<file path="src/rtl/if_fetch_stage.sv">
// ---------------------------------------------------------------------------
// if_fetch_stage
// Instruction-fetch stage of the 5-stage MIPS32 pipeline. Holds the PC,
// selects the next PC, drives the instruction-memory address and owns the
// IF/ID pipeline register. A small BOOT/RUN/HALTED controller gates fetching,
// and a saturating counter records stall cycles seen while running.
//
// Ports:
//   clk                   pipeline clock, rising edge
//   rst_n                 asynchronous active-low reset
//   pc_stall              hold PC (hazard unit)
//   IF_ID_pipeline_stall  hold IF/ID register (hazard unit)
//   PCSrc_ID              branch taken, resolved in ID
//   Branch_target_ID      taken-branch target from ID
//   halt_req              level request to stop fetching
//   resume                one-cycle pulse that leaves HALTED
//   imem_rdata            instruction word at imem_addr (combinational read)
//   imem_addr             current PC to instruction memory
//   Instruction_ID        IF/ID instruction
//   PC_plus4_ID           IF/ID PC+4
//   valid_ID              IF/ID holds a real instruction (0 = bubble)
//   fetch_state           00 BOOT, 01 RUN, 10 HALTED
//   stall_count           saturating count of stall cycles in RUN
// ---------------------------------------------------------------------------
module if_fetch_stage #(
   parameter logic [31:0] RESET_PC    = 32'h0000_0000,
   parameter int          STALL_CNT_W = 16
) (
   input  logic                   clk,
   input  logic                   rst_n,
   input  logic                   pc_stall,
   input  logic                   IF_ID_pipeline_stall,
   input  logic                   PCSrc_ID,
   input  logic [31:0]            Branch_target_ID,
   input  logic                   halt_req,
   input  logic                   resume,
   input  logic [31:0]            imem_rdata,
   output logic [31:0]            imem_addr,
   output logic [31:0]            Instruction_ID,
   output logic [31:0]            PC_plus4_ID,
   output logic                   valid_ID,
   output logic [1:0]             fetch_state,
   output logic [STALL_CNT_W-1:0] stall_count
);

   typedef enum logic [1:0] {
      ST_BOOT   = 2'b00,
      ST_RUN    = 2'b01,
      ST_HALTED = 2'b10
   } fetch_state_t;

   // sll $0,$0,0: writes no register and never matches a forwarding source
   localparam logic [31:0]            BUBBLE  = 32'h0000_0000;
   localparam logic [STALL_CNT_W-1:0] CNT_MAX = {STALL_CNT_W{1'b1}};
   localparam logic [STALL_CNT_W-1:0] CNT_ONE = {{(STALL_CNT_W-1){1'b0}}, 1'b1};

   fetch_state_t           state_r,     state_nxt_s;
   logic [31:0]            pc_r,        pc_nxt_s;
   logic [31:0]            instr_r,     instr_nxt_s;
   logic [31:0]            plus4_r,     plus4_nxt_s;
   logic                   valid_r,     valid_nxt_s;
   logic [STALL_CNT_W-1:0] stall_cnt_r, stall_cnt_nxt_s;
   logic [31:0]            pc_plus4_s;
   logic                   stall_s;

   // 32-bit add wraps naturally: 32'hFFFF_FFFC + 4 = 0
   assign pc_plus4_s = pc_r + 32'd4;
   // A mismatched pair from the hazard unit is still treated as a full stall
   assign stall_s    = pc_stall | IF_ID_pipeline_stall;

   // Next-state and next-register selection for the fetch controller
   always_comb begin
      state_nxt_s     = state_r;
      pc_nxt_s        = pc_r;
      instr_nxt_s     = instr_r;
      plus4_nxt_s     = plus4_r;
      valid_nxt_s     = valid_r;
      stall_cnt_nxt_s = stall_cnt_r;
      case (state_r)
         ST_BOOT: begin
            instr_nxt_s = BUBBLE;
            plus4_nxt_s = 32'h0000_0000;
            valid_nxt_s = 1'b0;
            state_nxt_s = ST_RUN;
         end
         ST_RUN: begin
            if (stall_s) begin
               // Branch operands are not yet valid while stalled, so PCSrc_ID
               // and halt_req are both deferred until the stall clears.
               if (stall_cnt_r != CNT_MAX) begin
                  stall_cnt_nxt_s = stall_cnt_r + CNT_ONE;
               end else begin
                  stall_cnt_nxt_s = stall_cnt_r;
               end
            end else if (PCSrc_ID) begin
               // No delay slot: the wrong-path fetch is replaced by a bubble
               pc_nxt_s    = Branch_target_ID;
               instr_nxt_s = BUBBLE;
               plus4_nxt_s = 32'h0000_0000;
               valid_nxt_s = 1'b0;
            end else if (halt_req) begin
               instr_nxt_s = BUBBLE;
               plus4_nxt_s = 32'h0000_0000;
               valid_nxt_s = 1'b0;
               state_nxt_s = ST_HALTED;
            end else begin
               pc_nxt_s    = pc_plus4_s;
               instr_nxt_s = imem_rdata;
               plus4_nxt_s = pc_plus4_s;
               valid_nxt_s = 1'b1;
            end
         end
         ST_HALTED: begin
            instr_nxt_s = BUBBLE;
            plus4_nxt_s = 32'h0000_0000;
            valid_nxt_s = 1'b0;
            // Leaving HALTED does not fetch; fetch restarts on the next edge
            if (resume) begin
               state_nxt_s = ST_RUN;
            end else begin
               state_nxt_s = ST_HALTED;
            end
         end
         default: begin
            // Unreachable encoding: drain IF/ID and restart via BOOT
            instr_nxt_s = BUBBLE;
            plus4_nxt_s = 32'h0000_0000;
            valid_nxt_s = 1'b0;
            state_nxt_s = ST_BOOT;
         end
      endcase
   end

   // State, PC, IF/ID and stall counter registers with async reset
   always_ff @(posedge clk or negedge rst_n) begin
      if (!rst_n) begin
         state_r     <= ST_BOOT;
         pc_r        <= RESET_PC;
         instr_r     <= 32'h0000_0000;
         plus4_r     <= 32'h0000_0000;
         valid_r     <= 1'b0;
         stall_cnt_r <= {STALL_CNT_W{1'b0}};
      end else begin
         state_r     <= state_nxt_s;
         pc_r        <= pc_nxt_s;
         instr_r     <= instr_nxt_s;
         plus4_r     <= plus4_nxt_s;
         valid_r     <= valid_nxt_s;
         stall_cnt_r <= stall_cnt_nxt_s;
      end
   end

   assign imem_addr      = pc_r;
   assign Instruction_ID = instr_r;
   assign PC_plus4_ID    = plus4_r;
   assign valid_ID       = valid_r;
   assign fetch_state    = state_r;
   assign stall_count    = stall_cnt_r;

endmodule
</file>
<file path="config.mk">
export PLATFORM = sky130hd
export DESIGN_NAME = if_fetch_stage
export DESIGN_NICKNAME = d
export VERILOG_FILES = /design/src/rtl/if_fetch_stage.sv
export SDC_FILE = /design/constraint.sdc
export NUM_CORES = 1
export LEC_CHECK = 0
export CORE_ASPECT_RATIO = 0.8
export CORE_MARGIN = 2
export CORE_UTILIZATION = 42
export CTS_CLUSTER_SIZE = 8
export DETAILED_ROUTE_END_ITERATION = 16
export PLACE_DENSITY_LB_ADDON = 0.08
export REMOVE_ABC_BUFFERS = 1
export SLEW_MARGIN = 20
export SYNTH_ARGS = -nofsm -noshare
export SYNTH_HDL_FRONTEND = slang
export SYNTH_SLANG_ARGS = --single-unit
</file>
<file path="constraint.sdc">
create_clock -name clk -period 2.11 [get_ports clk]
set_clock_uncertainty 0.1 [all_clocks]
set_input_delay 0.633 -clock clk [delete_from_list [all_inputs] [get_ports clk]]
set_output_delay 0.633 -clock clk [all_outputs]
set_load 0.02 [all_outputs]
</file>
==> key figures <==
Timing
  – Final worst setup slack: about 0.0045 ns
  – Setup TNS: 0 ns
  – F_max: 475.0 MHz
  – RSZ-0062 raised after global routing: no
  – Tcrit/Tclk final: 0.9979
  – Slew headroom: 0.6827
  – Final Max Tran Viols: 0
  – Hold Violations, Final: 0
  – Tmin final: around 2.1 ns
  – Measured slew at the worst slew-check pin: 0.4759 ns
  – # setup viols final: 0

Global route
  – Number of global-route vias before repair: 5,389
  – Grt total ovfl: 0
  – Initial antenna violation count: 0
  – First-pass GRT wire length: 28.58 mm
  – Largest net degree at the start of global routing: 34
  – Total track usage: 0.2577

Detailed routing
  – Antenna Nets Post-Route: 0
  – Drt first pass iters: 5
  – Initial DRC Count: 273
  – Vias: about 5.3k
  – Post-Route WL: 17.38 mm
  – Via density: approximately 5.4
  – Drc violations: 0
  – Drt wl/cell: 17.64 um

CTS
  – Root buffer cell: clkbuf_16
  – CTS buffer count: 17
  – Clock latency on the worst-skew pair: 0.43 ns
  – Maximum clock insertion buffer count: 2
  – Hold_buf cts: 0
  – H-tree depth: 4
  – CTS clk-pin slew, worst paths: 0.05 ns
  – Clock Sinks: 115
  – CTS tree: built

Floorplan
  – Io pins: 186
  – DIE HEIGHT: 107.2 um
  – Die area: 14,260 um^2
  – Initial Util: 0.4331
  – Core area: 12,920 um^2
  – Core Rows: 37
  – Die width: 133.0 um

Placed design
  – Detailed-placement wirelength estimate: 12.41 mm
  – GPL Wtd Cong: 0.8708
  – Placed instance area: 8139 um^2
  – Port Buf Inserts: 185
  – Dpl ws: -0.7137 ns

Hold path
  – Hold WC Path Type: input pin to asynchronous set/reset pin

Cells and area
  – Share of cells above drive strength 1: 0.1704
  – Filler instances: 1,029
  – Commonest non-fill, non-tap cells in the layout: dfrtp_1, dlygate4sd2_1, nand2_1, buf_4, clkdlybuf4s50_1
  – Nets: 870
  – Design Area, Final: slightly below 9000 um^2
  – Area growth syn-to-layout: 57.48%
  – Antenna diode instance count: 0
  – Leading cell type in the layout, fill and taps excluded: dfrtp_1

Logic synthesis
  – Post-synth EDFFs: 0
  – Gate Count Post-Synth: 557
  – Yosys synthesis warning count: 0
  – Most used DFF post-synth: dfrtp_1
  – Unique masters post-synth: 53
  – Avg Inst Size Synth: roughly 10 um^2
  – Post-Syn Area: about 5600 um^2
  – Register area share after synthesis: 0.5144
  – Yosys reg bits: 115
  – Share of flip-flops with an asynchronous set or reset: 1.000

Power
  – VDD IR max: 0.0005942 V
  – P per Cell Area: 986.3 nW/um^2
  – Leakage: 4.347 nW
  – Power, Total: roughly 0.0087 W

Setup path
  – Worst r2r path cells: 6
  – Critical path startpoint category: input pin
  – Worst setup path category: input pin to flip-flop
  – Reg2Reg Capture Point: imem_addr[31]$_DFFE_PN0P_
  – Worst r2r src: fetch_state[1]$_DFFE_PN0P_
  – Largest fanout on the critical path: 5
  – Critical Path RT: 2.37 ns
  – Critical Path AT: between 2 and 2.5 ns
  – R2R setup slack: 0.05 ns
  – CP endpoint kind: flip-flop

Status
  – Outcome: finished, final reports clean

Run
  – Max-cap violation count: 0
==> flip-flops by register name, summed over array words and instances (netlist names) <==
signal / flops
Instruction_ID: 32
PC_plus4_ID: 32
imem_addr: 32
stall_count: 16
fetch_state: 2
valid_ID: 1
==> critical path, stage by stage <==
cell           delay, ns
dlygate4sd2_1       0.25
or4b_4              0.52
or3_4               0.36
buf_8               0.15
buf_12              0.13
o41ai_4             0.21
a21o_1              0.11
==> kinds of logic after synthesis <==
family	count (synthesis)	synth area share
mux	13	0.02349
xor+xnor	40	0.06263
compound gates	143	0.1713
buf+inv	51	0.04026
simple gates	193	0.1834
flops	115	0.5144
fa+ha+maj	2	0.004473
==> layer usage <==
| layer | vias up | part of all wire | global-route usage |
|---|---|---|---|
| li1 | 2510 | - | - |
| met1 | 2607 | 0.46 | 0.3553 |
| met2 | 179 | 0.46 | 0.3982 |
| met3 | 21 | 0.060 | 0.06619 |
| met4 | 0 | 0.013 | 0.08449 |
| met5 | - | 0 | 0 |
==> report_power, final <==
| group | switching (W) | total [W] | leakage [nW] | internal (W) |
|---|---|---|---|---|
| combinational | 0.00153 | 0.00275 | 2.52 | 0.00122 |
| sequential | 0.000326 | 0.00287 | 1.53 | 0.00255 |
| clock | 0.00106 | 0.00306 | 0.299 | 0.00200 |
==> cell usage after synthesis (all sizes together) (13+ instances only) <==
master,instances,share of area
a21oi,23,0.021
a22o,37,0.058
buf,13,0.015
clkbuf,32,0.022
dfrtp,115,0.51
nand2,72,0.048
nand3,22,0.020
nand4,14,0.018
nor2,19,0.013
nor3,18,0.017
nor4,13,0.021
o21ai,41,0.037
o22ai,15,0.017
xnor2,31,0.049
==> layout make-up <==
cell class              count  area [um^2]  share of cell area
flip-flops and latches    115         2879              0.3268
clock buffers              19        442.9             0.05028
clock inverters            13        183.9             0.02088
well taps                 175        219.0             0.02485
inverters                   6        22.52            0.002556
multi-input cells         391         2586              0.2936
repair buffers            266         2476              0.2811
==> through the flow <==
stage	cells	hold WS, ns	utilization
3_5_place_dp	948	0.3658	0.6301
4_1_cts	985	0.07083	0.6775
5_1_grt	985	0.08370	0.6821
3_3_place_gp	948	0.3652	0.6301
2_1_floorplan	512	0.2374	-
6_report	985	0.06852	0.6821
==> worst max path at each step <==
stage / startpoint / endpoint / slack (ns)
finish: pc_stall / imem_addr[31]$_DFFE_PN0P_ / 0.005
global route: pc_stall / imem_addr[31]$_DFFE_PN0P_ / 0.002
CTS: pc_stall / imem_addr[6]$_DFFE_PN0P_ / 0.0001
detailed placement: IF_ID_pipeline_stall / imem_addr[23]$_DFFE_PN0P_ / -0.71
global placement: IF_ID_pipeline_stall / imem_addr[31]$_DFFE_PN0P_ / -0.64
floorplan: IF_ID_pipeline_stall / imem_addr[17]$_DFFE_PN0P_ / -1.90
==> what timing repair did <==
action                     CTS  global route
resized for setup          119            18
buffers inserted             5             0
setup endpoints to repair  183            26
pin swaps                    3             3
No activity file was read; power rests on OpenSTA's default activity.
